$ cat src/rtl/video_timing_pkg.sv
// video_timing_pkg: horizontal state enum, 1080p60 defaults and region boundary helper.
package video_timing_pkg;
  typedef enum logic [1:0] {ACTIVE, FRONT, SYNC, BACK} h_state_t;
  localparam int H_ACTIVE_1080P = 1920;
  localparam int H_FRONT_1080P  = 88;
  localparam int H_SYNC_1080P   = 44;
  localparam int H_BACK_1080P   = 148;
  localparam int V_TOTAL_1080P  = 1125;
  localparam int V_ACTIVE_1080P = 1080;
  function automatic int region_start(input h_state_t s, input int ha, input int hf, input int hs);
    return s == ACTIVE ? 0 : s == FRONT ? ha : s == SYNC ? ha + hf : ha + hf + hs;
  endfunction
endpackage

$ cat src/rtl/line_counter.sv
// line_counter: vertical line counter with wrap and active-line qualifier.
module line_counter
  import video_timing_pkg::*;
#(
  parameter int busWidth = 12,
  parameter int vTotal   = V_TOTAL_1080P,
  parameter int vActive  = V_ACTIVE_1080P
) (
  input  logic                clock,
  input  logic                reset,
  input  logic                i_advance,
  output logic [busWidth-1:0] o_line,
  output logic                o_line_active
);
  localparam logic [busWidth-1:0] LAST = busWidth'(vTotal - 1);
  localparam logic [busWidth-1:0] ACT  = busWidth'(vActive);
  logic [busWidth-1:0] r_line;
  always_ff @(posedge clock) begin
    if (reset) r_line <= '0;
    else if (i_advance) r_line <= (r_line == LAST) ? '0 : r_line + busWidth'(1);
  end
  assign o_line = r_line;
  assign o_line_active = r_line < ACT;
endmodule

$ cat src/rtl/line_timing_gen.sv
// line_timing_gen: horizontal raster FSM with porch/sync decode, external clear and line counter.
module line_timing_gen
  import video_timing_pkg::*;
#(
  parameter int   busWidth = 12,
  parameter int   hActive  = H_ACTIVE_1080P,
  parameter int   hFront   = H_FRONT_1080P,
  parameter int   hSyncLen = H_SYNC_1080P,
  parameter int   hBack    = H_BACK_1080P,
  parameter int   vTotal   = V_TOTAL_1080P,
  parameter int   vActive  = V_ACTIVE_1080P,
  parameter logic hSyncPol = 1'b1
) (
  input  logic                clock,
  input  logic                reset,
  input  logic                enable,
  input  logic                hCountReset_n,
  output logic [busWidth-1:0] counterVal,
  output logic [busWidth-1:0] lineCount,
  output logic                activeVideo,
  output logic                hSyncOut,
  output logic                lineEnd,
  output logic                frameStart
);
  localparam int hTotal = hActive + hFront + hSyncLen + hBack;
  localparam logic [busWidth-1:0] FRONT_AT = busWidth'(region_start(FRONT, hActive, hFront, hSyncLen));
  localparam logic [busWidth-1:0] SYNC_AT  = busWidth'(region_start(SYNC, hActive, hFront, hSyncLen));
  localparam logic [busWidth-1:0] BACK_AT  = busWidth'(region_start(BACK, hActive, hFront, hSyncLen));
  localparam logic [busWidth-1:0] LAST     = busWidth'(hTotal - 1);
  h_state_t            r_state, w_state_nxt;
  logic [busWidth-1:0] r_count, w_count_nxt;
  logic                w_wrap, w_advance, w_line_active;
  // State is derived from the next count, so empty regions fall through in one step.
  always_comb begin
    w_wrap      = r_count == LAST;
    w_advance   = enable && (w_wrap || !hCountReset_n);
    w_count_nxt = (!hCountReset_n || w_wrap) ? '0 : r_count + busWidth'(1);
    w_state_nxt = w_count_nxt < FRONT_AT ? ACTIVE :
                  w_count_nxt < SYNC_AT  ? FRONT  :
                  w_count_nxt < BACK_AT  ? SYNC   : BACK;
  end
  always_ff @(posedge clock) begin
    if (reset) begin
      r_count <= '0;
      r_state <= ACTIVE;
    end else if (enable) begin
      r_count <= w_count_nxt;
      r_state <= w_state_nxt;
    end
  end
  line_counter #(.busWidth(busWidth), .vTotal(vTotal), .vActive(vActive)) u_line (
    .clock         (clock),
    .reset         (reset),
    .i_advance     (w_advance),
    .o_line        (lineCount),
    .o_line_active (w_line_active)
  );
  assign counterVal  = r_count;
  assign activeVideo = !reset && r_state == ACTIVE && w_line_active;
  assign hSyncOut    = (!reset && r_state == SYNC) ? hSyncPol : ~hSyncPol;
  assign lineEnd     = !reset && w_advance;
  assign frameStart  = !reset && enable && r_count == '0 && lineCount == '0;
endmodule

$ cat config.mk
export PLATFORM = sky130hd
export DESIGN_NAME = line_timing_gen
export DESIGN_NICKNAME = d
export VERILOG_FILES = /design/src/rtl/video_timing_pkg.sv /design/src/rtl/line_counter.sv /design/src/rtl/line_timing_gen.sv
export SDC_FILE = /design/constraint.sdc
export NUM_CORES = 1
export LEC_CHECK = 0
export ABC_AREA = 1
export BUFFER_PORTS_ARGS = -buffer_cell sky130_fd_sc_hd__buf_2
export CORE_MARGIN = 3
export CORE_UTILIZATION = 44
export CTS_BUF_LIST = sky130_fd_sc_hd__clkbuf_4
export DETAILED_ROUTE_END_ITERATION = 10
export PLACE_DENSITY = 0.7
export RECOVER_POWER = 25
export SYNTH_ARGS = -nofsm -noshare
export SYNTH_HDL_FRONTEND = slang
export SYNTH_HIERARCHICAL = 1
export SYNTH_SLANG_ARGS = --single-unit
$ cat constraint.sdc
create_clock -name clock -period 2.1 [get_ports clock]
set_clock_uncertainty 0.05 [all_clocks]
set_input_delay 0.42 -clock clock [delete_from_list [all_inputs] [get_ports clock]]
set_output_delay 0.42 -clock clock [all_outputs]
set_load 0.01 [all_outputs]
==> impl_metrics.tcl <==
set metrics [dict create \
    status "finished, violations left" \
    violations "setup timing" \
    peakVddDrop_mv 0.269 \
    fmax_ghz 0.459 \
    fp-row-count 22 \
    finalCritPeriodShare_pct 104 \
    wl_mm 4.89 \
    cts_hold_buf 0 \
    switching_share_pct 27.8 \
    cp.arrival_ns 1.71 \
    cp_top_family "simple AND/OR/NAND/NOR gates" \
    layout.nets 338 \
    cts.sink_count 26 \
    initial_core_util_pct 47.4 \
    n_antenna_cell 0 \
    seqCellArea_um2 539 \
    syn_inst 278 \
    combPwrFrac_pct 17.9 \
    cts_max_level 1 \
    synth-compound-area-share_pct 11.9 \
    io_buffers 31 \
    firstDrtPassIters 4 \
    final_hold_viol_count 0 \
    crit_required_ns 1.63 \
    cts_buffers 3 \
    multi_input_area_mm2 0.00121 \
    tightest_slew_ns 0.319 \
    synth_fa_ha_area_share_pct 2.76 \
    yosys.area_share.simple_pct 46.6 \
    ant_nets 0 \
    synth-seq-cells 26 \
    yosys.area.top_type_share_pct 28.7 \
    hold_slack_ns 0.338 \
    crit_path_start "counterVal[8]" \
    max-cap-violations 0 \
    crit_slowest_cell "dfxtp_1" \
    fillers 377 \
    cts_buffer_depth 2 \
    synthXorXnorAreaFrac_pct 0.966 \
    yosys_warnings 6 \
    worst_slack_ns -0.0778 \
    crit_buf_inv 4 \
    cts_root_buffer "clkbuf_4" \
    wl_per_cell_um 13.0 \
    power_density_mw_per_mm2 464 \
    setup_viol 2 \
    dieArea_mm2 0.00493 \
    maxSlewHeadroom_pct 78.2 \
    drive_above_1_share_pct 33.7 \
    yosys-top-cells-area "dfxtp_1, nand2_1, inv_1" \
    chipWidth_um 70.2 \
    p_clk_share_pct 33.1 \
    crit_path_cell_trace "inv_1 > nand2_1 > nor2_2 > nand3_2 > nand2_4 > inv_4 > buf_6 > nor3_2 > buf_2" \
    via_per_inst 5.24 \
    power_uw 1080 \
    clkLatencyLatePin_ns 0.34 \
    yosysTopAreaCell "dfxtp_1" \
    power_switching_uw 300 \
    criticalPathCategory "reg -> out" \
    drc_errors 0 \
    seq_power_share_pct 49.0 \
    period_needed_ns 2.18 \
    cts_tree "done" \
    die_y_um 70.2 \
    hp-start "enable" \
    hpwl_mm 3.68 \
    yosysSeqAreaShare_pct 28.7 \
    crit_fanout 8 \
    netlist_area_mm2 0.00181 \
    grt_max_degree 19 \
    tns_ns -0.117 \
    muxShareOfSynthArea_pct 0 \
    dp.cells 368 \
    rsz0062_at_grt "true" \
    cp-start-kind "flop" \
    r2r-start "counterVal[8]" \
    antenna_found_initial 0 \
    final_core_util_pct 60.7 \
    min_path_type "in -> reg" \
    maxSlewViolCount 0 \
    track_usage_pct 20.3 \
    first_global_vias 1873 \
    p_leak_uw 0.00104 \
    core_area_mm2 0.00383 \
    grt_pass1_wl_mm 8.16 \
    p_int_uw 778 \
    avgSynthCellArea_um2 6.53 \
    stdcell_count 377 \
    ys_types 35 \
    drtIter0Drc 75 \
    synth_fp_nets 286 \
    cp-end-kind "primary output" \
    clk_pin_slew_ns 0.16 \
    ioPinCount 32 \
    vias 1977 \
    gp_congestion 0.990 \
    areaGrowthSynthToFinish_pct 28.1 \
    grt_overflow 0 \
    synth_top_family_by_area "simple AND/OR/NAND/NOR gates" \
    crit_path_max_incr_delay_ns 0.37 \
]
[final timing paths]
check,slack (ns),cells after the start,end
setup / recovery,-0.08,9,lineEnd
hold / removal,0.34,3,r_state[1]
setup reg to reg,0.20,11,u_line/o_line[6]
hold reg to reg,0.43,2,r_state[1]
[tightest hold or removal path: stages]
cell,delay (ns)
buf_2,0.14
nand2_1,0.08
a21oi_2,0.05
[registers in the layout (all words and copies together) (netlist names)]
signal	cells
counterVal	12
u_line/o_line	12
r_state	2
[power by group through the flow]
| stage | combinational (µW) | sequential (µW) | clock (µW) |
|---|---|---|---|
| floorplan | 92.8 | 543 | 0 |
| global placement | 169 | 536 | 0 |
| detailed placement | 170 | 537 | 0 |
| CTS | 187 | 527 | 362 |
| global route | 213 | 531 | 379 |
| finish | 193 | 528 | 357 |
[stage by stage]
| stage | setup slack (ns) | area (µm²) |
|---|---|---|
| 3_3_place_gp | 0.181 | 2130 |
| 4_1_cts | -0.100 | 2270 |
| 3_5_place_dp | 0.142 | 2130 |
| 2_1_floorplan | 0.0301 | 1820 |
| 5_1_grt | -0.192 | 2320 |
| 6_report | -0.0778 | 2320 |
[cell usage in the layout, fill, tap and decap left out, types with 2 or more instances in the layout]
cell type	synthesis	final
inv_1	34	32
nand2_4	3	5
clkinv_1	2	2
dfxtp_2	0	6
nor2_1	33	32
a21oi_1	10	10
ha_1	4	2
ha_4	0	2
a21oi_2	2	2
buf_2	0	29
nor3_1	6	4
nand2_1	71	69
a211oi_1	6	6
a31oi_1	2	2
nand2_2	8	8
xor2_1	2	2
inv_2	3	3
clkbuf_1	3	2
nor2_4	8	9
dfxtp_1	26	17
nand3_2	5	6
nand4_1	7	7
dfxtp_4	0	3
nor2_2	4	4
inv_4	1	3
clkbuf_4	0	3
buf_4	0	18
nand3_1	18	17
o21ai_0	8	8
[routing by layer]
layer,up-vias,wire (µm),GRT usage [%]
met3,19,283,4.75
met2,58,2360,35.8
li1,1004,-,-
met1,896,2100,23.7
met4,0,147,7.23
met5,-,0,0
[cell families (layout without fill, tap and decap cells)]
group / count (synthesis) / count (layout)
XOR/XNOR: 2 / 2
adder cells (fa/ha/maj): 4 / 4
AO/OA/AOI/OAI: 34 / 34
flip-flops: 26 / 26
buffers and inverters: 43 / 94
AND/OR/NAND/NOR: 169 / 169
[cells in the mapped netlist]
library cell	number
inv_1	34
or4_1	1
nor4b_1	1
or3_1	1
nand3b_1	1
nor4_1	1
inv_4	1
a21oi_2	2
nor2_2	4
nand3_2	5
dfxtp_1	26
o21ai_1	1
ha_1	4
clkbuf_1	3
inv_2	3
nand2_1	71
a21oi_1	10
nand4_1	7
a31oi_1	2
a211oi_1	6
nand2_4	3
nor2_4	8
or2_2	1
o211a_1	1
nor3_1	6
clkinv_1	2
o21ai_0	8
o21bai_1	1
o21bai_2	1
nand2_2	8
a2111oi_0	1
o21ai_2	1
nand3_1	18
xor2_1	2
nor2_1	33
[what timing repair did]
action                                  CTS  global route
pin swaps                                 6             9
endpoints found under the setup margin    3             3
resized for setup                        19            15
buffers inserted                          4             1
[final cells by class]
type                       instances  share of cell area [%]
timing repair buffer              50                    12.9
inverter                          40                    6.79
multi-input combinational        209                    52.3
sequential                        26                    23.2
clock buffer                       3                   0.969
clock inverter                     1                    1.29
tap                               48                    2.58
No activity file was read; power rests on OpenSTA's default activity.
